## config.mk

```make
export PLATFORM = sky130hd
export DESIGN_NAME = wb_skid_pipe_regs
export DESIGN_NICKNAME = d
export VERILOG_FILES = /design/src/rtl/wb_skid_pipe_regs.sv
export SDC_FILE = /design/constraint.sdc
export NUM_CORES = 1
export LEC_CHECK = 0
export BUFFER_PORTS_ARGS = -buffer_cell sky130_fd_sc_hd__buf_2
export CORE_MARGIN = 5
export CORE_UTILIZATION = 48
export DETAILED_ROUTE_END_ITERATION = 10
export PLACE_DENSITY = 0.84
export SYNTH_ARGS = -nofsm -noshare
export SYNTH_HDL_FRONTEND = slang
export SYNTH_SLANG_ARGS = --single-unit
```

## constraint.sdc

```tcl
create_clock -name clk -period 4.4 [get_ports clk]
set_clock_uncertainty 0.05 [all_clocks]
set_input_delay 0.44 -clock clk [delete_from_list [all_inputs] [get_ports clk]]
set_output_delay 0.44 -clock clk [all_outputs]
set_load 0.02 [all_outputs]
```

## src/rtl/wb_skid_pipe_regs.sv

```systemverilog
// M5->WB elastic pipeline buffer: DEPTH-entry circular FIFO with valid/ready
// handshake, synchronous flush and asynchronous active-high reset.
`ifndef WORD_SIZE
`define WORD_SIZE 32
`endif
`ifndef INSTR_TYPE_SZ
`define INSTR_TYPE_SZ 3
`endif
`ifndef ROB_ENTRY_WITDH
`define ROB_ENTRY_WITDH 4
`endif

module wb_skid_pipe_regs #(
    parameter int WORD_SIZE       = `WORD_SIZE,
    parameter int INSTR_TYPE_SZ   = `INSTR_TYPE_SZ,
    parameter int ROB_ENTRY_WITDH = `ROB_ENTRY_WITDH,
    parameter int DEPTH           = 2,
    parameter int CNT_W           = $clog2(DEPTH + 1)
) (
    input  logic                       clk,
    input  logic                       reset,
    input  logic                       flush,
    input  logic                       in_valid,
    output logic                       in_ready,
    input  logic [INSTR_TYPE_SZ-1:0]   in_instruction_type,
    input  logic [WORD_SIZE-1:0]       in_pc,
    input  logic [WORD_SIZE-1:0]       in_result,
    input  logic [ROB_ENTRY_WITDH-1:0] in_rob_id,
    output logic                       out_valid,
    input  logic                       out_ready,
    output logic [INSTR_TYPE_SZ-1:0]   out_instruction_type,
    output logic [WORD_SIZE-1:0]       out_pc,
    output logic [WORD_SIZE-1:0]       out_result,
    output logic [ROB_ENTRY_WITDH-1:0] out_rob_id,
    output logic [CNT_W-1:0]           count
);

    localparam int PTR_W = (DEPTH > 1) ? $clog2(DEPTH) : 1;

    typedef struct packed {
        logic [INSTR_TYPE_SZ-1:0]   instruction_type;
        logic [WORD_SIZE-1:0]       pc;
        logic [WORD_SIZE-1:0]       result;
        logic [ROB_ENTRY_WITDH-1:0] rob_id;
    } entry_t;

    entry_t             mem_q [DEPTH];
    entry_t             mem_d [DEPTH];
    logic [PTR_W-1:0]   wr_ptr_q, wr_ptr_d;
    logic [PTR_W-1:0]   rd_ptr_q, rd_ptr_d;
    logic [CNT_W-1:0]   count_q, count_d;
    logic               push, pop;
    entry_t             head;

    // Handshake flags depend only on registered occupancy, so a full buffer
    // never accepts even when the head is being consumed in the same cycle.
    assign in_ready  = (count_q != CNT_W'(DEPTH));
    assign out_valid = (count_q != '0);
    assign push      = in_valid & in_ready;
    assign pop       = out_valid & out_ready;
    assign count     = count_q;

    assign head                 = mem_q[rd_ptr_q];
    assign out_instruction_type = head.instruction_type;
    assign out_pc               = head.pc;
    assign out_result           = head.result;
    assign out_rob_id           = head.rob_id;

    always_comb begin
        mem_d    = mem_q;
        wr_ptr_d = wr_ptr_q;
        rd_ptr_d = rd_ptr_q;
        count_d  = count_q;
        if (flush) begin
            wr_ptr_d = '0;
            rd_ptr_d = '0;
            count_d  = '0;
        end else begin
            if (push) begin
                mem_d[wr_ptr_q] = '{instruction_type: in_instruction_type,
                                    pc:               in_pc,
                                    result:           in_result,
                                    rob_id:           in_rob_id};
                wr_ptr_d = (wr_ptr_q == PTR_W'(DEPTH - 1)) ? '0 : wr_ptr_q + PTR_W'(1);
            end
            if (pop) begin
                rd_ptr_d = (rd_ptr_q == PTR_W'(DEPTH - 1)) ? '0 : rd_ptr_q + PTR_W'(1);
            end
            if (push && !pop) begin
                count_d = count_q + CNT_W'(1);
            end else if (pop && !push) begin
                count_d = count_q - CNT_W'(1);
            end
        end
    end

    always_ff @(posedge clk or posedge reset) begin
        if (reset) begin
            for (int unsigned i = 0; i < DEPTH; i++) begin
                mem_q[i] <= '0;
            end
            wr_ptr_q <= '0;
            rd_ptr_q <= '0;
            count_q  <= '0;
        end else begin
            for (int unsigned i = 0; i < DEPTH; i++) begin
                mem_q[i] <= mem_d[i];
            end
            wr_ptr_q <= wr_ptr_d;
            rd_ptr_q <= rd_ptr_d;
            count_q  <= count_d;
        end
    end

endmodule

```

======== After elaboration in Yosys (flattened, before gate mapping) ========
Index checks and enable logic that the tools add are counted.
Widths: inputs -> output; s select.
word-level totals
  register bits after elaboration ......... 146
  latch bits .............................. 0
  RAM bits ................................ 0
  memory bits (read-only) ................. 0
  memories ................................ 0
cells by class
  $add $sub $neg .......................... 4
  $mul .................................... 0
  div/mod/pow operators ................... 0
  order comparisons ....................... 3
  equal/unequal tests ..................... 1
  shift operators ......................... 0
  muxes and demuxes ....................... 15
  bitwise logic cells ..................... 5
  reductions and logical operators ........ 10
operators by type and width
  kind                 count
  $mux 71              4
  $bwmux 142           1
  $demux 71 s1         1
  $mux 1               6
  $mux 2               3
  $reduce_bool 2->1    3
  $ge 2x2->1 const B   2
  $not 1->2            2
  $logic_and 1x1->1    3
  $reduce_bool 3->1    1
  $add 1x1->1 const B  2
  $add 2x1->2 const B  1
  $and 1x1->1          2
  $logic_not 1->1      2
  $lt 2x1->1 const B   1
  $ne 2x2->1 const B   1
  $reduce_and 2->1     1
  $sub 2x1->2 const B  1
  $not 1->1            1

======== Depth between registers and ports, before layout ========
Gate-level depths: netlist (run 1).
  depth in word-level cells ............... 7
  gate-level depth with buffers ........... 5
  mapped depth without buffers ............ 4

======== Worst setup path before layout (run 1) ========
No wires, ideal clock.
  path kind ............................... reg2reg
  start point ............................. reg count_q[0] (netlist: count[0])
  end point ............................... reg mem_q[132] (netlist name)
  arrival ................................. 1728 ps
  data required time ...................... 4225 ps
  setup slack ............................. 2498 ps
  stages on the path, launching flop included .. 5
  path buffers ............................ 1
  period minus slack after synthesis ...... 1902 ps
  path through ............................ dfrtp_1 -> and2b_1 -> nor4_4 -> buf_6 -> mux2_2
on the way
  word-level cells in the longest chain between the ends .. 3
ends and longest elaborated chain
  item                               line  text
  start, declared                    51    logic [CNT_W-1:0] count_q, count_d;
  start signal, assigned             111   count_q <= count_d;
  $ne 2x2->1                         57    assign in_ready = (count_q != CNT_W'(DEPTH));
  $and 1x1->1                        59    assign push = in_valid & in_ready;
  $reduce_and 2->1 (no source line)  n/a
  end signal, assigned by index      107   mem_q[i] <= mem_d[i];
  end, declared                      47    entry_t mem_q [DEPTH];
No other way between the ends.
A chain may end at the register's enable or synchronous reset.

======== Worst setup path after layout (run 1) ========
  start point ............................. reg rd_ptr_q
  end point ............................... out out_pc[3]
on the way
  word-level cells in the longest chain between the ends .. 4
ends and longest elaborated chain
  item                                         line  text
  start, declared                              50    logic [PTR_W-1:0] rd_ptr_q, rd_ptr_d;
  start signal, assigned                       110   rd_ptr_q <= rd_ptr_d;
  $not 1->2 (implied by the code)              63    assign head = mem_q[rd_ptr_q];
  $mux 71 (implied by the code) (3 in series)  63
  end, declared                                32    output logic [WORD_SIZE-1:0] out_pc,
No other way between the ends. The select of a mux whose other input is x is not followed.

==> insert_results.sql, run 1 <==
INSERT INTO impl_metrics (metric_group, metric, value, unit) VALUES
('outcome', 'run_status', 'complete, no violations', ''),
('clock_tree', 'cts.repair.resized', '0', ''),
('clock_tree', 'cts_hold_buffers', '0', ''),
('power_and_ir_drop', 'vdd_drop_max', '392', 'uV'),
('timing', 'grt_setup_unrepaired', 'false', ''),
('layout', 'post_route_cells_drive_above_1_share', '69.4', '%'),
('critical_path', 'timing.critical_path.arrival', '2460', 'ps'),
('route', 'postRouteAntennaNets', '0', ''),
('critical_path', 'cp_cell_sequence', 'buf_4, mux2_2, buf_2', ''),
('route', 'drt_iter0_drc', '154', ''),
('logic_synthesis', 'netlist_instances', '403', ''),
('route', 'drt-pass1-iter-count', '5', ''),
('layout', 'antenna-diode-count', '0', ''),
('place', 'finalWeightedCongestion', '0.759', ''),
('power_and_ir_drop', 'cellLeakagePower', '3.56', 'nW'),
('grt', 'grt_antenna_before_repair', '0', ''),
('floorplan', 'io_pins', '151', ''),
('power_and_ir_drop', 'power_density', '542', 'nW/um2'),
('logic_synthesis', 'mappedNetlistNets', '479', ''),
('layout', 'design.final.nets', '631', ''),
('critical_path', 'worstPathRequired', '3910', 'ps'),
('floorplan', 'horizontal_extent_of_the_die', '125', 'um'),
('timing', 'final-hold-violation-count', '0', ''),
('grt', 'grt.total_usage', '18.0', '%'),
('timing', 'drv_slew', '0', ''),
('critical_path', 'reg2reg_to', 'mem_q[7]', ''),
('critical_path', 'worst_path_largest_cell_delay', '890', 'ps'),
('floorplan', 'initial_utilization', '48.5', '%'),
('critical_path', 'timing.critical_path.slowest_stage_cell', 'sky130_fd_sc_hd__dfrtp_2', ''),
('floorplan', 'floorplan.core_area', '13100', 'um2'),
('layout', 'layout-area-overhead-vs-synth', '22.9', '%'),
('clock_tree', 'clock_insertion_delay_worst_skew', '410', 'ps'),
('logic_synthesis', 'yosys_warnings', '0', ''),
('timing', 'max_clock_freq', '339', 'MHz'),
('route', 'routed_via_density', '5.15', ''),
('layout', 'fillCellCount', '1046', ''),
('clock_tree', 'cts_htree_levels', '4', ''),
('place', 'dp.final_hpwl', '9.10', 'mm'),
('critical_path', 'critical_path_peak_fanout', '34', ''),
('logic_synthesis', 'synth-seq-cells', '146', ''),
('floorplan', 'core.rowCount', '42', ''),
('layout', 'non_filler_cell_area_final', '7810', 'um2'),
('grt', 'grt_pass1_vias', '4462', ''),
('run', 'cap_viol_max_count', '0', ''),
('worst_hold_path', 'hold_crit_class', 'input port to async pin', ''),
('critical_path', 'reg2regPathDepth', '5', ''),
('clock_tree', 'cts_root_buf', 'sky130_fd_sc_hd__clkbuf_16', ''),
('logic_synthesis', 'netlist-cell-type-count', '21', ''),
('logic_synthesis', 'synthesis.area', '6350', 'um2'),
('timing', 'totalNegativeSetupSlack', '0', 'ps'),
('logic_synthesis', 'yosysSeqAreaShare', '57.5', '%'),
('timing', 'maxSlewHeadroom', '44.0', '%'),
('logic_synthesis', 'yosys_most_used_dff', 'sky130_fd_sc_hd__dfrtp_1', ''),
('floorplan', 'floorplan.die_area', '15600', 'um2'),
('grt', 'leftover_overflow_at_the_end_of_global_routing', '0', ''),
('grt', 'grt_max_degree', '147', ''),
('clock_tree', 'max-clock-path-buffers', '2', ''),
('timing', 'min_period', '2950', 'ps'),
('critical_path', 'rr_startpoint', 'count[0]', ''),
('timing', 'setup_violations', '0', ''),
('critical_path', 'worst_setup_path_end_kind', 'primary output', ''),
('grt', 'grt_first_pass_wirelength', '22.6', 'mm'),
('timing', 'tightestPinTransition', '838', 'ps'),
('place', 'placed_cell_area', '7260', 'um2'),
('logic_synthesis', 'asyncSetResetFlopFracSynth', '100', '%'),
('critical_path', 'timing.critical_path.from_type', 'register', ''),
('clock_tree', 'total_clock_buffers_created_by_cts', '17', ''),
('critical_path', 'critical_path_class', 'register to primary output', ''),
('place', 'port_buffers', '150', ''),
('route', 'post_drt_wl_per_cell', '18.0', 'um'),
('critical_path', 'setup.reg_to_reg.worst_slack', '1790', 'ps'),
('clock_tree', 'clock_sinks', '146', ''),
('timing', 'layout_worst_path_cycle_share', '67.1', '%'),
('logic_synthesis', 'syn_avg_cell_area', '15.8', 'um2'),
('floorplan', 'fp.dieH', '125', 'um'),
('route', 'wl', '13.4', 'mm'),
('logic_synthesis', 'synth-edff-count', '0', ''),
('route', 'detail_route.drc_violations', '0', ''),
('clock_tree', 'path_clk_slew', '60', 'ps'),
('clock_tree', 'postCtsSetupRepairBufs', '0', ''),
('route', 'num_vias', '3834', ''),
('clock_tree', 'cts_tree', 'built', '');
-- worst max-delay path, delay by kind of cell, from the launching register on --
| family | cells | cell delay (ps) |
|---|---|---|
| flip-flops | 1 | 890 |
| multiplexers | 1 | 410 |
| buffers and inverters | 2 | 710 |
-- cells in the final DEF (no fill, tap or decap), drive strengths merged --
cell,synthesis,routed
nor3b,1,1
nand4b,1,1
or3,1,1
dfrtp,146,146
or2,2,2
mux2i,1,1
mux2,213,213
nor2,1,1
o21ai,2,2
o211ai,1,1
and2b,1,1
clkbuf,8,27
nor4,1,1
clkinvlp,0,1
a21oi,4,4
clkinv,0,4
xor2,1,1
nand3b,1,1
a21o,1,1
buf,14,155
bufinv,0,1
inv,3,2
-- routing by layer --
layer | vias up | global-route usage (%) | wire (um)
met2 | 90 | 33.5 | 7400
met5 | - | 0 | 0
li1 | 1750 | - | -
met1 | 1970 | 19.6 | 5190
met3 | 24 | 4.52 | 541
met4 | 0 | 7.14 | 296
-- how the worst max path moves through the flow --
| stage | to | depth (start not counted) | slack, ps | start |
|---|---|---|---|---|
| finish | out_pc[3] | 3 | 1450 | rd_ptr_q |
| global route | out_pc[3] | 3 | 1320 | rd_ptr_q |
| CTS | out_result[31] | 3 | 1400 | rd_ptr_q |
| detailed placement | mem_q[16] | 5 | 1790 | count[0] |
| global placement | mem_q[14] | 5 | 1860 | count[0] |
| floorplan | count[0] | 1 | 2080 | reset |
-- stage by stage --
| step | util [%] | std cells | hold WS (ps) | power [mW] | setup slack, ps |
|---|---|---|---|---|---|
| final | 59.7 | 744 | 201 | 4.23 | 1450 |
| after detailed placement | 55.5 | 712 | 430 | 2.93 | 1790 |
| after CTS | 59.7 | 744 | 201 | 4.29 | 1400 |
| after global routing | 59.7 | 744 | 203 | 4.46 | 1320 |
| after floorplan | - | 403 | 404 | 2.59 | 2080 |
| after global placement | 55.5 | 712 | 416 | 2.86 | 1860 |
-- power by group --
part / internal [mW] / switching (mW)
Combinational: 0.539 / 0.514
Clock: 0.834 / 0.505
Sequential: 1.67 / 0.168
-- cells in the mapped netlist (2+ instances only) --
library cell,count,area share (%)
sky130_fd_sc_hd__mux2_1,6,1.1
sky130_fd_sc_hd__or2_2,2,0.20
sky130_fd_sc_hd__clkbuf_1,8,0.47
sky130_fd_sc_hd__a21oi_1,4,0.32
sky130_fd_sc_hd__buf_2,7,0.55
sky130_fd_sc_hd__mux2_2,207,37
sky130_fd_sc_hd__dfrtp_1,146,58
sky130_fd_sc_hd__o21ai_0,2,0.16
sky130_fd_sc_hd__inv_1,3,0.18
sky130_fd_sc_hd__buf_6,7,1.2
-- logic make-up (layout without fill, tap and decap cells) --
logic type | Yosys count | count (layout) | share of synthesized area (%)
flops | 146 | 146 | 57.5
mux | 214 | 214 | 37.9
xor+xnor | 1 | 1 | 0.138
simple gates | 9 | 9 | 1.28
buf+inv | 25 | 190 | 2.44
compound gates | 8 | 8 | 0.709
-- layout make-up --
class                      count  area [um2]  share of cell area (%)
timing repair buffer         155         813                    10.4
inverter                       3        15.0                   0.192
tap                          176         220                    2.82
clock inverter                 5        50.0                   0.641
sequential                   146        3650                    46.8
clock buffer                  27         503                    6.44
multi-input combinational    232        2550                    32.7
-- registers in the layout (all words and copies together), names as in the netlist --
register / count
rd_ptr_q: 1
wr_ptr_q: 1
count: 2
mem_q: 142
Power figures use the tool's default switching activity.
==> run 2: changes to the inputs <==
- CORE_UTILIZATION: 48 -> 54
- PLACE_DENSITY: 0.84 -> 0.89
- clock period: 4.4 -> 2.9 ns (I/O delays scaled with it)
==> run 2 against run 1 <==
Against the previous run: sequential share of layout area shrank 0.060 points; largest power group unchanged; register-to-register slack lost 1100 ps; final area grew 0.13%; critical endpoint is now mem_q[38]; non-clock buffer count grew 1; highest routed layer unchanged; utilization grew 8.5 points.
==> insert_results.sql, run 2 (synthesis gave the netlist of run 1 again) <==
INSERT INTO impl_metrics (metric_group, metric, value, unit) VALUES
('layout', 'layout-area-overhead-vs-synth', '23.1', '%'),
('floorplan', 'floorplan.core_area', '11500', 'um2'),
('timing', 'layout_worst_path_cycle_share', '75.4', '%'),
('grt', 'fraction_of_met3_tracks_used_by_global_routing', '4.44', '%'),
('critical_path', 'critical_path_peak_fanout', '26', ''),
('layout', 'fillCellCount', '773', ''),
('clock_tree', 'postCtsSetupRepairBufs', '0', ''),
('layout', 'final_cell_mix', '207 x sky130_fd_sc_hd__mux2_2, 150 x sky130_fd_sc_hd__buf_2, 145 x sky130_fd_sc_hd__dfrtp_1, 17 x sky130_fd_sc_hd__clkbuf_16, 6 x sky130_fd_sc_hd__mux2_1', ''),
('grt', 'use_met1', '22.4', '%'),
('clock_tree', 'cts_tree', 'built', ''),
('timing', 'maxSlewHeadroom', '48.9', '%'),
('outcome', 'run_status', 'complete, no violations', ''),
('critical_path', 'timing.critical_path.from_type', 'register', ''),
('route', 'drt_iter0_drc', '238', ''),
('power_and_ir_drop', 'pwr-share-comb', '25.0', '%'),
('grt', 'grt_antenna_before_repair', '0', ''),
('clock_tree', 'clock_sinks', '146', ''),
('grt', 'grt_max_degree', '147', ''),
('layout', 'largest_register', 'mem_q', ''),
('power_and_ir_drop', 'flop_pwr_share', '43.2', '%'),
('clock_tree', 'path_clk_slew', '60', 'ps'),
('route', 'drt-pass1-iter-count', '6', ''),
('power_and_ir_drop', 'cellLeakagePower', '3.58', 'nW'),
('floorplan', 'io_pins', '151', ''),
('layout', 'antenna-diode-count', '0', ''),
('run', 'cap_viol_max_count', '0', ''),
('place', 'dp.final_hpwl', '8.57', 'mm'),
('timing', 'drv_slew', '0', ''),
('power_and_ir_drop', 'vdd_drop_max', '575', 'uV'),
('worst_hold_path', 'hold_crit_class', 'input port to async pin', ''),
('layout', 'most_common_cell_after_layout_fill_and_taps_aside', 'sky130_fd_sc_hd__mux2_2', ''),
('place', 'placedCellCount', '680', ''),
('route', 'post_drt_wl_per_cell', '18.0', 'um'),
('power_and_ir_drop', 'switching_portion_of_total_power', '27.8', '%'),
('clock_tree', 'cts.repair.resized', '0', ''),
('clock_tree', 'cts_htree_levels', '4', ''),
('route', 'wl', '12.8', 'mm'),
('critical_path', 'timing.critical_path.arrival', '2430', 'ps'),
('power_and_ir_drop', 'p_switching', '1.78', 'mW'),
('grt', 'grt_first_pass_wirelength', '21.5', 'mm'),
('place', 'port_buffers', '150', ''),
('floorplan', 'initial_utilization', '55.4', '%'),
('floorplan', 'fp.dieH', '118', 'um'),
('grt', 'grt_use_met2', '33.0', '%'),
('clock_tree', 'max-clock-path-buffers', '2', ''),
('timing', 'final.hold.worst_slack', '52.1', 'ps'),
('grt', 'grt_most_used_layer', 'met2', ''),
('clock_tree', 'cts_root_buf', 'sky130_fd_sc_hd__clkbuf_16', ''),
('floorplan', 'floorplan.die_area', '14000', 'um2'),
('timing', 'setup_violations', '0', ''),
('route', 'detail_route.drc_violations', '0', ''),
('timing', 'max_clock_freq', '457', 'MHz'),
('place', 'placed_cell_area', '7260', 'um2'),
('layout', 'post_route_cells_drive_above_1_share', '69.7', '%'),
('clock_tree', 'cts_hold_buffers', '0', ''),
('clock_tree', 'total_clock_buffers_created_by_cts', '17', ''),
('grt', 'grt.total_usage', '18.9', '%'),
('route', 'routed_via_density', '5.36', ''),
('timing', 'grt_setup_unrepaired', 'false', ''),
('power_and_ir_drop', 'clock_power_share', '31.8', '%'),
('critical_path', 'critical_path_class', 'register to register', ''),
('layout', 'design.final.nets', '632', ''),
('critical_path', 'worst_setup_path_end_kind', 'register', ''),
('layout', 'non_filler_cell_area_final', '7820', 'um2'),
('floorplan', 'horizontal_extent_of_the_die', '118', 'um'),
('layout', 'largest_register_ffs', '142', ''),
('timing', 'slack_of_the_critical_path', '713', 'ps'),
('route', 'num_vias', '3808', ''),
('place', 'post-place-ws', '722', 'ps'),
('place', 'finalWeightedCongestion', '0.839', ''),
('critical_path', 'worstPathRequired', '3150', 'ps'),
('route', 'postRouteAntennaNets', '0', ''),
('timing', 'tightestPinTransition', '767', 'ps'),
('timing', 'min_period', '2190', 'ps'),
('grt', 'grt_pass1_vias', '4352', ''),
('floorplan', 'core.rowCount', '39', ''),
('power_and_ir_drop', 'power_density', '822', 'nW/um2'),
('clock_tree', 'clock_insertion_delay_worst_skew', '410', 'ps'),
('grt', 'leftover_overflow_at_the_end_of_global_routing', '0', ''),
('timing', 'final-hold-violation-count', '0', ''),
('power_and_ir_drop', 'power.internal', '4.64', 'mW'),
('layout', 'final-instance-count-excl-fill', '711', ''),
('timing', 'totalNegativeSetupSlack', '0', 'ps');
## run 2: layout make-up
class | count | area (um2) | area share [%]
sequential | 146 | 3650 | 46.7
multi-input combinational | 232 | 2550 | 32.6
timing repair buffer | 156 | 858 | 11.0
clock buffer | 26 | 509 | 6.51
tap | 143 | 179 | 2.29
clock inverter | 5 | 50.0 | 0.640
inverter | 3 | 15.0 | 0.192
## run 2: power by group through the flow
stage	clock network [mW]	logic (mW)	registers [mW]
floorplan	0	1.21	2.72
global placement	0	1.58	2.76
detailed placement	0	1.63	2.81
CTS	2.08	1.63	2.78
global route	2.16	1.74	2.84
finish	2.04	1.61	2.78
## run 2: routing by layer
layer	vias to the layer above	routed length, um
li1	1749	-
met1	1939	5220
met2	102	6760
met3	18	553
met4	0	242
met5	-	0
## run 2: critical path, cell delays in order (launching register included)
cell and delay (ps):
sky130_fd_sc_hd__dfrtp_1 450, sky130_fd_sc_hd__and2b_1 270, sky130_fd_sc_hd__inv_1 140, sky130_fd_sc_hd__nand4b_4 480
sky130_fd_sc_hd__buf_12 370, sky130_fd_sc_hd__mux2_2 290
## run 2: final timing paths
path,from,depth (start not counted),endpoint,slack [ps]
max reg2reg,count[0],5,mem_q[38],710
max in group asynchronous,reset,3,rd_ptr_q,2110
min in group clk,in_pc[22],2,mem_q[129],60
min reg2reg,mem_q[100],1,mem_q[100],440
min,reset,3,mem_q[0],50
max,count[0],5,mem_q[38],710
## run 2: per-stage QoR
stage	util (%)	total power, mW
4_1_cts	68.2	6.49
6_report	68.2	6.43
3_3_place_gp	63.3	4.34
2_1_floorplan	-	3.94
3_5_place_dp	63.3	4.44
5_1_grt	68.2	6.73
